### src/rtl/apb_uart_tx32.sv
// UART transmitter fed by the APB UART slave: one start bit, DATA_BITS data bits LSB first, one stop bit.
// Define UART_TX_PARITY_EN to insert an even-parity bit between the data and stop bits.
module apb_uart_tx32 #(
    parameter int CLKS_PER_BIT = 1042,
    parameter int DATA_BITS    = 32
) (
    input  logic        PCLK,
    input  logic        PRESETn,
    input  logic        start,
    input  logic [31:0] To_TX,
    output logic        tx_serial,
    output logic        tx_busy,
    output logic        Tx_done
);

    localparam int CNT_W = (CLKS_PER_BIT > 1) ? $clog2(CLKS_PER_BIT) : 1;
    localparam int IDX_W = $clog2(DATA_BITS);
    localparam logic [CNT_W-1:0] CNT_LAST = CNT_W'(CLKS_PER_BIT - 1);
    localparam logic [CNT_W-1:0] CNT_DONE = CNT_W'(CLKS_PER_BIT - 2);
    localparam logic [IDX_W-1:0] IDX_LAST = IDX_W'(DATA_BITS - 1);

`ifdef UART_TX_PARITY_EN
    typedef enum logic [2:0] {IDLE, START, DATA, PARITY, STOP} state_t;
`else
    typedef enum logic [1:0] {IDLE, START, DATA, STOP} state_t;
`endif

    state_t                 state_reg;
    logic [CNT_W-1:0]       cnt_reg;
    logic [IDX_W-1:0]       idx_reg;
    logic [DATA_BITS-1:0]   shift_reg;
    logic                   bit_end;

    assign bit_end = (cnt_reg == CNT_LAST);

    // Outputs are registered alongside the state, so each transition loads the line
    // level that belongs to the bit being entered.
    always_ff @(posedge PCLK or negedge PRESETn) begin
        if (!PRESETn) begin
            state_reg <= IDLE;
            cnt_reg   <= '0;
            idx_reg   <= '0;
            shift_reg <= '0;
            tx_serial <= 1'b1;
            tx_busy   <= 1'b0;
            Tx_done   <= 1'b0;
        end else begin
            Tx_done <= 1'b0;
            case (state_reg)
                IDLE: begin
                    tx_serial <= 1'b1;
                    tx_busy   <= 1'b0;
                    cnt_reg   <= '0;
                    idx_reg   <= '0;
                    if (start) begin
                        shift_reg <= To_TX[DATA_BITS-1:0];
                        state_reg <= START;
                        tx_serial <= 1'b0;
                        tx_busy   <= 1'b1;
                    end
                end
                START: begin
                    if (bit_end) begin
                        cnt_reg   <= '0;
                        idx_reg   <= '0;
                        state_reg <= DATA;
                        tx_serial <= shift_reg[0];
                    end else begin
                        cnt_reg <= cnt_reg + CNT_W'(1);
                    end
                end
                DATA: begin
                    if (bit_end) begin
                        cnt_reg <= '0;
                        if (idx_reg == IDX_LAST) begin
`ifdef UART_TX_PARITY_EN
                            state_reg <= PARITY;
                            tx_serial <= ^shift_reg;
`else
                            state_reg <= STOP;
                            tx_serial <= 1'b1;
`endif
                        end else begin
                            idx_reg   <= idx_reg + IDX_W'(1);
                            tx_serial <= shift_reg[idx_reg + IDX_W'(1)];
                        end
                    end else begin
                        cnt_reg <= cnt_reg + CNT_W'(1);
                    end
                end
`ifdef UART_TX_PARITY_EN
                PARITY: begin
                    if (bit_end) begin
                        cnt_reg   <= '0;
                        state_reg <= STOP;
                        tx_serial <= 1'b1;
                    end else begin
                        cnt_reg <= cnt_reg + CNT_W'(1);
                    end
                end
`endif
                STOP: begin
                    if (bit_end) begin
                        cnt_reg <= '0;
                        idx_reg <= '0;
                        // A request on the final stop cycle chains straight into the next frame.
                        if (start) begin
                            shift_reg <= To_TX[DATA_BITS-1:0];
                            state_reg <= START;
                            tx_serial <= 1'b0;
                            tx_busy   <= 1'b1;
                        end else begin
                            state_reg <= IDLE;
                            tx_serial <= 1'b1;
                            tx_busy   <= 1'b0;
                        end
                    end else begin
                        cnt_reg <= cnt_reg + CNT_W'(1);
                        if (cnt_reg == CNT_DONE) begin
                            Tx_done <= 1'b1;
                        end
                    end
                end
                default: begin
                    state_reg <= IDLE;
                    cnt_reg   <= '0;
                    tx_serial <= 1'b1;
                    tx_busy   <= 1'b0;
                end
            endcase
        end
    end

endmodule

### config.mk
export PLATFORM = sky130hd
export DESIGN_NAME = apb_uart_tx32
export DESIGN_NICKNAME = d
export VERILOG_FILES = /design/src/rtl/apb_uart_tx32.sv
export SDC_FILE = /design/constraint.sdc
export NUM_CORES = 1
export LEC_CHECK = 0
export BUFFER_PORTS_ARGS = -buffer_cell sky130_fd_sc_hd__buf_2
export CAP_MARGIN = 20
export CORE_MARGIN = 4
export CORE_UTILIZATION = 57
export CTS_BUF_LIST = sky130_fd_sc_hd__clkbuf_16
export CTS_CLUSTER_DIAMETER = 120
export DETAILED_ROUTE_END_ITERATION = 10
export PLACE_DENSITY = 0.79
export SLEW_MARGIN = 15
export SYNTH_ARGS = -nofsm -noshare
export SYNTH_HDL_FRONTEND = slang
export SYNTH_SLANG_ARGS = --single-unit
### constraint.sdc
create_clock -name PCLK -period 2.7 [get_ports PCLK]
set_input_delay 0.27 -clock PCLK [delete_from_list [all_inputs] [get_ports PCLK]]
set_output_delay 0.27 -clock PCLK [all_outputs]
set_load 0.005 [all_outputs]
==> metrics.md, run 1 <==
| Metric | Value |
|---|---|
| Status | finished, final reports clean |
| Min-Delay Path Class | input port to flop |
| Flip-flop count of the largest register after layout | 32 |
| Post-synth ARST share | 1.000 |
| Initial antenna violation count | 0 |
| DIE AREA | 5981 sq um |
| Synth Instances | between 200 and 250 |
| CTS Buf Count | 5 |
| Startpoint class of the critical path | flop |
| Clock-pin slew on the worst setup and hold paths | ~0.07 ns |
| Antenna Nets Post-Route | 0 |
| Max-slew violation total from the final report | 0 |
| Metal-1 WL | 2.340 mm |
| Post-synth EDFFs | 0 |
| Synth cell count leaders | dfrtp_1 (52), mux2_2 (32), nor2_1 (21), ha_1 (10), mux2i_1 (9) |
| Vias per cell | 5.834 |
| CTS tree | built |
| # rows | 24 |
| Largest delay share family, worst path | adder cells |
| Worst path cell trace | ha_1, mux2i_1, mux4_2, nor3_1, a211oi_1, nand3_1 |
| Max layer used | met4 |
| Share of the synthesized area in the top cell type | 0.4749 |
| Normalized max-slew margin | 0.5974 |
| Fmax | 440.9 MHz |
| Synth cell types | 46 |
| H-Tree Level Count | 2 |
| Placed Cells | 305 |
| Met2 wire len | between 2 and 2.5 mm |
| Biggest area consumer among synthesized cells | dfrtp_1 |
| Initial cell density of the core | 0.6083 |
| DP HPWL | around 3.8 mm |
| First-pass GRT wire length | ~9 mm |
| Setup TNS | 0 ns |
| Total GRT Usage | 0.1843 |
| Final Hold Fails | 0 |
| RSZ-0062 raised after global routing | false |
| Final setup fails | 0 |
| Critical path capture point type | flop |
| Mapped Area | 2740 sq um |
| Vias in the first global route | ~1900 |
| DR vias | approximately 1800 |
| Root Buffer | clkbuf_16 |
| Top cells by area, synth | dfrtp_1 (47%), mux2_2 (13%), ha_1 (4.6%), mux4_2 (4.1%), mux2i_1 (3.3%) |
| Worst slew pin tran | 0.6040 ns |
| DR WL met3 | ~240 um |
| Syn_nets | ~270 |
| Share of cells above drive strength 1 | 0.3511 |
| Post-synthesis sequential area ratio | 0.4845 |
| WS Path Type | flop to flop |
| Post-CTS Setup Inserts | 0 |
| IO Count | 38 |
| # fillers | 326 |
| Final Power | approximately 3.0 mW |
| Port bufs | 37 |
| Core ar. | 4504 sq um |
| Tcrit/Tclk final | 0.8400 |
| Synthesis-to-finish area growth | 13.84% |
| Synth warn | 0 |
| Most frequent cell after synthesis | dfrtp_1 |
| Antenna cell count | 0 |
| Die span in x | between 70 and 80 um |
| Final Net Count | ~310 |
| Die height | 77.34 um |
| Seq cells post-synth | 53 |
| Critical Path AT | 2.49 ns |
| Clock Latency Late Sink | 0.29 ns |
| Residual DRC count | 0 |
| Drt first pass iters | 4 |
| Slowest cell on crit path | ha_1 |
| Cell Count, Final, Fillers Out | 314 |
| PwrDens | between 900 and 1000 nW/um^2 |
| Pin count of the biggest net entering global routing | 31 |
| Total congestion overflow | 0 |
| Final wirelength | 5.145 mm |
| Max VDD drop | 0.0005510 V |
| Max cap viols | 0 |
| CTS sink count | 53 |
| Crit-path max cell delay | slightly below 0.7 ns |
| Data required time of the critical path | 2.93 ns |
| Hold_ws | 0.1952 ns |
| Critical path fanouts, max | 14 |
| Initial DRC count | slightly below 100 |
| Leakage | 1.446 nW |
| Syn_area_per_cell | 12.46 sq um |
| Clock buffer depth | 2 |
| RD Place Congestion | 0.8387 |
| Utilization after layout | 0.6925 |
| Most frequently used flop master after synthesis | dfrtp_1 |
| Fin crit period | 2.268 ns |
| CP bufs+invs | 0 |
| Final setup skew | a little under 0.009 ns |
| Routed len/inst | ~16 um |
==> metal layers <==
layer  up-vias  global-route usage
li1        879                   -
met1       898              0.2383
met2        43              0.3066
met3        12             0.04514
met4         0             0.06050
met5         -                   0
==> cell type report <==
cell class / instances / area, sq um / area share
clock buffer: 5 / 125.1 / 0.04011
clock inverter: 3 / 20.02 / 0.006418
inverter: 8 / 30.03 / 0.009627
multi-input combinational: 151 / 1326 / 0.4252
sequential: 53 / 1328 / 0.4256
tap: 52 / 65.06 / 0.02086
timing repair buffer: 42 / 225.2 / 0.07220
==> what timing repair did <==
| item | 4_1_cts | 5_1_grt |
|---|---|---|
| hold buffers | 1 | 0 |
| endpoints found under the hold margin | 23 | 0 |
| gates resized for setup | 0 | 0 |
==> metrics by stage <==
step | worst slack (ns) | cell area, sq um
finish | 0.4321 | 3119
global placement | 0.6002 | 2964
global route | 0.2966 | 3119
detailed placement | 0.4848 | 2964
floorplan | 0.7173 | 2740
CTS | 0.4354 | 3119
==> worst paths after layout <==
check | slack, ns | cells past startpoint | from | to
min | 0.20 | 2 | To_TX[31] | shift_reg[31]
min in group asynchronous | 0.50 | 2 | PRESETn | cnt_reg[6]
max | 0.43 | 6 | idx_reg[1] | tx_serial
max reg2reg | 0.43 | 6 | idx_reg[1] | tx_serial
min reg2reg | 0.50 | 1 | shift_reg[7] | shift_reg[7]
max in group asynchronous | 1.41 | 3 | PRESETn | tx_serial
==> report_power, final <==
group          switching (mW)  internal [mW]
Clock                   0.278          0.344
Combinational           0.483          0.585
Sequential              0.205           1.11
Total                   0.966           2.04
==> placed cells by master (no fill, tap or decap), types with 2 or more instances in the layout <==
cell and n:
xor2_1 5, nand2b_1 2, and3_1 7, dfrtp_1 52, clkbuf_16 5, nor2_1 21
buf_2 37, nor2b_1 2, xnor2_1 7, ha_1 10, inv_1 8, mux2_2 32
buf_4 4, mux2i_1 9, a32o_1 3, nand4_1 2, mux2_1 2, nand3_1 8
nand2_1 5, mux4_2 5, o21ai_0 3, nor3_1 4, a221oi_1 2
==> cell families after synthesis <==
logic type / after synthesis / synth area share
xor gates and xnor gates: 12 / 0.03836
adders and majority gates: 10 / 0.04566
muxes: 48 / 0.2137
and+or+nand+nor: 59 / 0.1187
buffers and inverters: 16 / 0.03151
DFF: 53 / 0.4845
AOI/OAI and AO/OA: 22 / 0.06759
==> worst register-to-register path: stages (launching register included) <==
cell and delay, ns:
dfrtp_1 0.41, ha_1 0.69, mux2i_1 0.17, mux4_2 0.52, nor3_1 0.21, a211oi_1 0.12
nand3_1 0.10
Note: power is estimated with default switching activity, not from simulation.
==> inputs of run 2 (changes only) <==
==> constraint.sdc (replaced) <==
create_clock -name PCLK -period 2.28 [get_ports PCLK]
set_input_delay 0.228 -clock PCLK [delete_from_list [all_inputs] [get_ports PCLK]]
set_output_delay 0.228 -clock PCLK [all_outputs]
set_load 0.005 [all_outputs]
==> run 2 against run 1 <==
  * Final cell count grew 0.32%
  * Clock-buffer cell count is the same
  * Via count shrank 0.87%
  * Combinational power grew 18%
  * Total power grew 19%
  * Fmax grew 5.6%
  * Hold slack lost 0.16 ns
  * First-iteration DRC count grew 31%
  * Clock skew shrank 0.0031 ns
  * Final area grew 0.64%
  * Highest routed layer unchanged
  * Flip-flop and latch count is the same
  * Utilization grew 0.44 points
==> metrics.md, run 2 (synthesis gave the netlist of run 1 again) <==
| Metric | Value |
|---|---|
| Clock buffer depth | 2 (unchanged) |
| First-pass GRT wire length | 8.687 mm (-2.2%) |
| Final Hold Fails | 0 (unchanged) |
| Drt first pass iters | 4 (unchanged) |
| Setup TNS | 0 ns (unchanged) |
| Initial cell density of the core | 0.6083 (unchanged) |
| Total GRT Usage | 0.1828 (-0.001494) |
| Fin crit period | 2.148 ns (-0.1196 ns) |
| Max VDD drop | 0.0006703 V (+22%) |
| Min-Delay Path Class | input port to async pin |
| Data required time of the critical path | 2.46 ns (-0.47 ns) |
| Critical Path AT | 2.33 ns (-0.16 ns) |
| Final Net Count | 307 (+0.33%) |
| Share of cells above drive strength 1 | 0.3612 (+0.01007) |
| Pin count of the biggest net entering global routing | 54 (+74%) |
| Final setup fails | 0 (unchanged) |
| Synthesis-to-finish area growth | 14.57% |
| Vias in the first global route | 1827 (-4.5%) |
| CTS sink count | 53 (unchanged) |
| IO Count | 38 (unchanged) |
| Antenna Nets Post-Route | 0 (unchanged) |
| Post-cts sizing count | 0 (unchanged) |
| Max cap viols | 0 (unchanged) |
| Final setup skew | 0.005658 ns (-0.003060 ns) |
| Flip-flop count of the largest register after layout | 32 (unchanged) |
| Residual DRC count | 0 (unchanged) |
| Most frequent cells in the layout | dfrtp_1 (52), buf_2 (37), mux2_2 (32) |
| Fmax | 465.5 MHz (+5.6%) |
| Final wirelength | 5.004 mm (-2.7%) |
| Worst slew pin tran | 0.6675 ns (+0.06357 ns) |
| Utilization after layout | 0.6969 (+0.004444) |
| Initial DRC count | 127 (+31%) |
| RSZ-0062 raised after global routing | false |
| Clock-pin slew on the worst setup and hold paths | 0.07 ns (about the same) |
| Antenna cell count | 0 (unchanged) |
| Startpoint class of the critical path | flop |
| CTS tree | built |
| Final Power | 3.563 mW (+19%) |
| Vias per cell | 5.765 (-1.2%) |
| DIE AREA | 5981 sq um (unchanged) |
| Critical path fanouts, max | 9 (-5) |
| # rows | 24 (unchanged) |
| Tcrit/Tclk final | 0.9422 (+0.1023) |
| Normalized max-slew margin | 0.5550 (-0.04238) |
| Max-slew violation total from the final report | 0 (unchanged) |
| Die height | 77.34 um (unchanged) |
| Core ar. | 4504 sq um (unchanged) |
| DR vias | 1816 (-0.87%) |
| Most common cell after layout, fill and taps aside | dfrtp_1 |
| PwrDens | 1135 nW/um^2 (+18%) |
| # fillers | 324 (-0.61%) |
| Leakage | 1.462 nW (+1.1%) |
| Port bufs | 37 (unchanged) |
| Root Buffer | clkbuf_16 |
| Clock Latency Late Sink | 0.29 ns (about the same) |
| Status | finished, final reports clean |
| Total congestion overflow | 0 (unchanged) |
| Pre-CTS WS | 0.1540 ns (-0.3308 ns) |
| CTS Buf Count | 5 (unchanged) |
| Die span in x | 77.34 um (unchanged) |
| Worst setup margin | 0.1317 ns (-0.3004 ns) |
| WS Path Type | flop to flop |
| Initial antenna violation count | 0 (unchanged) |
| RD Place Congestion | 0.7450 (-11%) |
| Post-CTS Setup Inserts | 0 (unchanged) |
| Post-CTS Hold Buffers | 0 (-1) |
| Routed len/inst | 15.89 um (-3.0%) |
| Critical path capture point type | flop |
| Hold_ws | 0.03821 ns (-0.1569 ns) |
| Reg2Reg Setup Slack | 0.13 ns (-0.30 ns) |
| H-Tree Level Count | 2 (unchanged) |
| DP HPWL | 3.635 mm (-3.2%) |
-- run 2: path summary, 6_finish.rpt --
path	from	endpoint	cells past startpoint
setup reg to reg	cnt_reg[2]	shift_reg[16]	6
max in group asynchronous	PRESETn	shift_reg[0]	2
min in group PCLK	To_TX[7]	shift_reg[7]	2
hold / removal	PRESETn	cnt_reg[7]	2
hold reg to reg	shift_reg[7]	shift_reg[7]	1
setup / recovery	cnt_reg[2]	shift_reg[16]	6
-- run 2: routing by layer --
metal / share of wire / vias to the layer above / global-route usage
li1: - / 880 / -
met1: 0.48 / 889 / 0.2581
met2: 0.46 / 41 / 0.2729
met3: 0.048 / 6 / 0.04861
met4: 0.017 / 0 / 0.06940
met5: 0 / - / 0
-- run 2: area by class of cell --
cell class / instances / area, sq um / area share
clock buffers: 5 / 125.1 / 0.03986
clock inverters: 3 / 22.52 / 0.007174
inverters: 8 / 30.03 / 0.009566
multi-input cells: 151 / 1326 / 0.4225
flip-flops and latches: 53 / 1328 / 0.4229
well taps: 52 / 65.06 / 0.02073
repair buffers: 43 / 242.7 / 0.07732
-- run 2: report_power, final --
part / switching [mW] / total, mW / internal (mW)
Sequential: 0.234 / 1.55 / 1.32
Combinational: 0.562 / 1.26 / 0.701
Clock: 0.340 / 0.749 / 0.409
Total: 1.14 / 3.56 / 2.43
-- run 2: stage by stage --
stage               cell area, sq um  instances
floorplan                       2740        220
CTS                             3139        315
global route                    3139        315
detailed placement              2992        307
finish                          3139        315
global placement                2992        307
-- run 2: critical path, cell delays in order (launching register included) --
cell	delay (ns)
dfrtp_1	0.45
nor4_4	0.34
and4_4	0.31
nand2_4	0.06
a21oi_4	0.29
buf_4	0.24
mux2_2	0.35
==> inputs of run 3 (changes only) <==
--- a/config.mk
+++ b/config.mk
@@ -9,11 +9,12 @@
 export CAP_MARGIN = 20
 export CORE_MARGIN = 4
 export CORE_UTILIZATION = 57
-export CTS_BUF_LIST = sky130_fd_sc_hd__clkbuf_16
+export CTS_BUF_LIST = sky130_fd_sc_hd__clkbuf_8
 export CTS_CLUSTER_DIAMETER = 120
 export DETAILED_ROUTE_END_ITERATION = 10
-export PLACE_DENSITY = 0.79
+export PLACE_DENSITY = 0.75
 export SLEW_MARGIN = 15
 export SYNTH_ARGS = -nofsm -noshare
 export SYNTH_HDL_FRONTEND = slang
 export SYNTH_SLANG_ARGS = --single-unit
+export TNS_END_PERCENT = 1
==> run 3 against run 2 <==
  * The run now ends with negative hold slack left
  * Clock power down 28%
  * Clock-buffer cell count unchanged
  * Setup slack better by 0.11 ns
  * First-iteration DRC count down 12%
  * Non-clock buffer count unchanged
  * Utilization down 1.2 points
  * Final area down 1.8%
  * Hold slack worse by 0.040 ns
  * Via count down 1.0%
  * Largest cell class unchanged
  * Largest power group unchanged
  * Highest routed layer unchanged
==> metrics.md, run 3 (synthesis gave the netlist of run 1 again) <==
| Metric | Value |
|---|---|
| Status | finished with violations |
| Failing checks | negative hold slack |
| Critical Path AT | 2.23 ns (-0.10 ns) |
| Max cap viols | 0 (unchanged) |
| WP depth | 6 (unchanged) |
| Crit-path max cell delay | 0.45 ns (about the same) |
| Data required time of the critical path | 2.47 ns (about the same) |
| Reg2reg start | cnt_reg[3] |
| Routed len/inst | 15.26 um (-3.9%) |
| Setup TNS | 0 ns (unchanged) |
| Vias per cell | 5.705 (-1.0%) |
| Met1 Use GR | 0.2441 (-0.01404) |
| Normalized max-slew margin | 0.4716 (-0.08340) |
| Dpl cell area | 2992 sq um (unchanged) |
| Flip-flop count of the largest register after layout | 32 (unchanged) |
| Placed Cells | 307 (unchanged) |
| DIE AREA | 5981 sq um (unchanged) |
| Critical path fanouts, max | 33 (+24) |
| Initial DRC count | 112 (-12%) |
| RSZ-0062 raised after global routing | false |
| WS Path Type | flop to flop |
| Reg2Reg Setup Slack | 0.24 ns (+0.11 ns) |
| Grt met2 use | 0.2772 (+0.004318) |
| Die span in x | 77.34 um (unchanged) |
| Fmax | 489.8 MHz (+5.2%) |
| DR vias | 1797 (-1.0%) |
| Fin crit period | 2.041 ns (-0.1068 ns) |
| Area of all placed cells without fillers | 3083 sq um (-1.8%) |
| Antenna Nets Post-Route | 0 (unchanged) |
| Post-CTS Hold Buffers | 0 (unchanged) |
| CTS tree | built |
| Initial cell density of the core | 0.6083 (unchanged) |
| Critical path capture point type | flop |
| Grt met3 use | 0.04051 (-0.008102) |
| Core ar. | 4504 sq um (unchanged) |
| Clock-pin slew on the worst setup and hold paths | 0.10 ns (+0.03 ns) |
| First-pass GRT wire length | 8.604 mm (-0.96%) |
| Gr busiest metal | met2 |
| Hold_ws | -0.001967 ns (-0.04018 ns) |
| Most common cell after layout, fill and taps aside | dfrtp_1 |
| Worst path cell trace | nor4_4, and4_4, nand2_4, a21oi_4, buf_12, mux2_2 |
| Share of cells above drive strength 1 | 0.3612 (unchanged) |
| Post-cts sizing count | 0 (unchanged) |
| Total congestion overflow | 0 (unchanged) |
| Drt first pass iters | 4 (unchanged) |
| Antenna cell count | 0 (unchanged) |
| Initial antenna violation count | 0 (unchanged) |
| IO Count | 38 (unchanged) |
| CP bufs+invs | 1 (unchanged) |
| Post-CTS Setup Inserts | 0 (unchanged) |
| Die height | 77.34 um (unchanged) |
| Most frequent cells in the layout | dfrtp_1 (52), buf_2 (37), mux2_2 (32) |
| CTS Buf Count | 5 (unchanged) |
| DP HPWL | 3.519 mm (-3.2%) |
| Leakage | 1.436 nW (-1.8%) |
| # rows | 24 (unchanged) |
| Reg-to-Reg End | shift_reg[17] |
| Slowest cell on crit path | dfrtp_1 |
| Total GRT Usage | 0.1763 (-0.006576) |
| RD Place Congestion | 0.7694 (+3.3%) |
| Worst slew pin tran | 0.7926 ns (+0.1251 ns) |
| Clock buffer depth | 2 (unchanged) |
| Max VDD drop | 0.0005144 V (-23%) |
| Residual DRC count | 0 (unchanged) |
| Min-Delay Path Class | input port to async pin |
| Startpoint class of the critical path | flop |
| Vias in the first global route | 1877 (+2.7%) |
| Clock Latency Late Sink | 0.31 ns (+0.02 ns) |
| Worst setup endpoint | shift_reg[17] |
| Root Buffer | clkbuf_8 |
| CTS sink count | 53 (unchanged) |
| Largest delay share family, worst path | simple AND/OR/NAND/NOR gates |
| Final Hold Fails | 6 (+6) |
| Reg2reg path depth | 6 (unchanged) |
| Final setup skew | 0.01166 ns (+0.006005 ns) |
| Pin count of the biggest net entering global routing | 38 (-30%) |
| Max-slew violation total from the final report | 0 (unchanged) |
| Final wirelength | 4.807 mm (-3.9%) |
| Cell Count, Final, Fillers Out | 315 (unchanged) |
| H-Tree Level Count | 2 (unchanged) |
| Synthesis-to-finish area growth | 12.51% |
| PwrDens | 1082 nW/um^2 (-4.6%) |
| Final Net Count | 307 (unchanged) |
| Final setup fails | 0 (unchanged) |
| Port bufs | 37 (unchanged) |
| Tcrit/Tclk final | 0.8954 (-0.04685) |
| Crit. Startpoint | cnt_reg[3] |
==> run 3: cell counts in the layout (fill, tap and decap cells not counted) <==
No cell type changed its count.
==> run 3: stage by stage <==
stage                       util  total power [mW]  setup slack [ns]
after global placement    0.6642             2.767            0.2786
final                     0.6844             3.337            0.2385
after detailed placement  0.6642             2.821            0.2408
after global routing      0.6844             3.595            0.1168
after floorplan                -             2.520            0.2973
after CTS                 0.6844             3.369            0.2294
==> run 3: area by class of cell <==
cell class | count | area [sq um]
clock inverter | 3 | 22.52
timing repair buffer | 43 | 242.7
fill | 326 | 1421
multi-input combinational | 151 | 1326
inverter | 8 | 30.03
sequential | 53 | 1328
tap | 52 | 65.06
clock buffer | 5 | 68.82
==> run 3: how the worst min path moves through the flow <==
stage | start | to | slack (ns) | cells past startpoint
6_report | PRESETn | state_reg[0] | -0.002 | 1
5_1_grt | PRESETn | idx_reg[1] | 0.06 | 1
4_1_cts | PRESETn | state_reg[0] | 0.03 | 1
3_5_place_dp | PRESETn | state_reg[0] | 0.37 | 1
3_3_place_gp | PRESETn | state_reg[0] | 0.36 | 1
2_1_floorplan | PRESETn | Tx_done | -0.07 | 0
==> run 3: routing by layer <==
layer  wire, um  up-vias  share of wire
met3        221        4          0.046
li1           -      882              -
met2       2172       37           0.45
met1       2359      874           0.49
met4         53        0          0.011
met5          0        -              0
==> run 3: power breakdown <==
| part | switching [mW] | internal (mW) | total (mW) | leakage, nW |
|---|---|---|---|---|
| Combinational | 0.554 | 0.698 | 1.25 | 0.730 |
| Sequential | 0.234 | 1.31 | 1.55 | 0.658 |
| Clock | 0.318 | 0.219 | 0.536 | 0.0481 |
| Total | 1.11 | 2.23 | 3.34 | 1.44 |
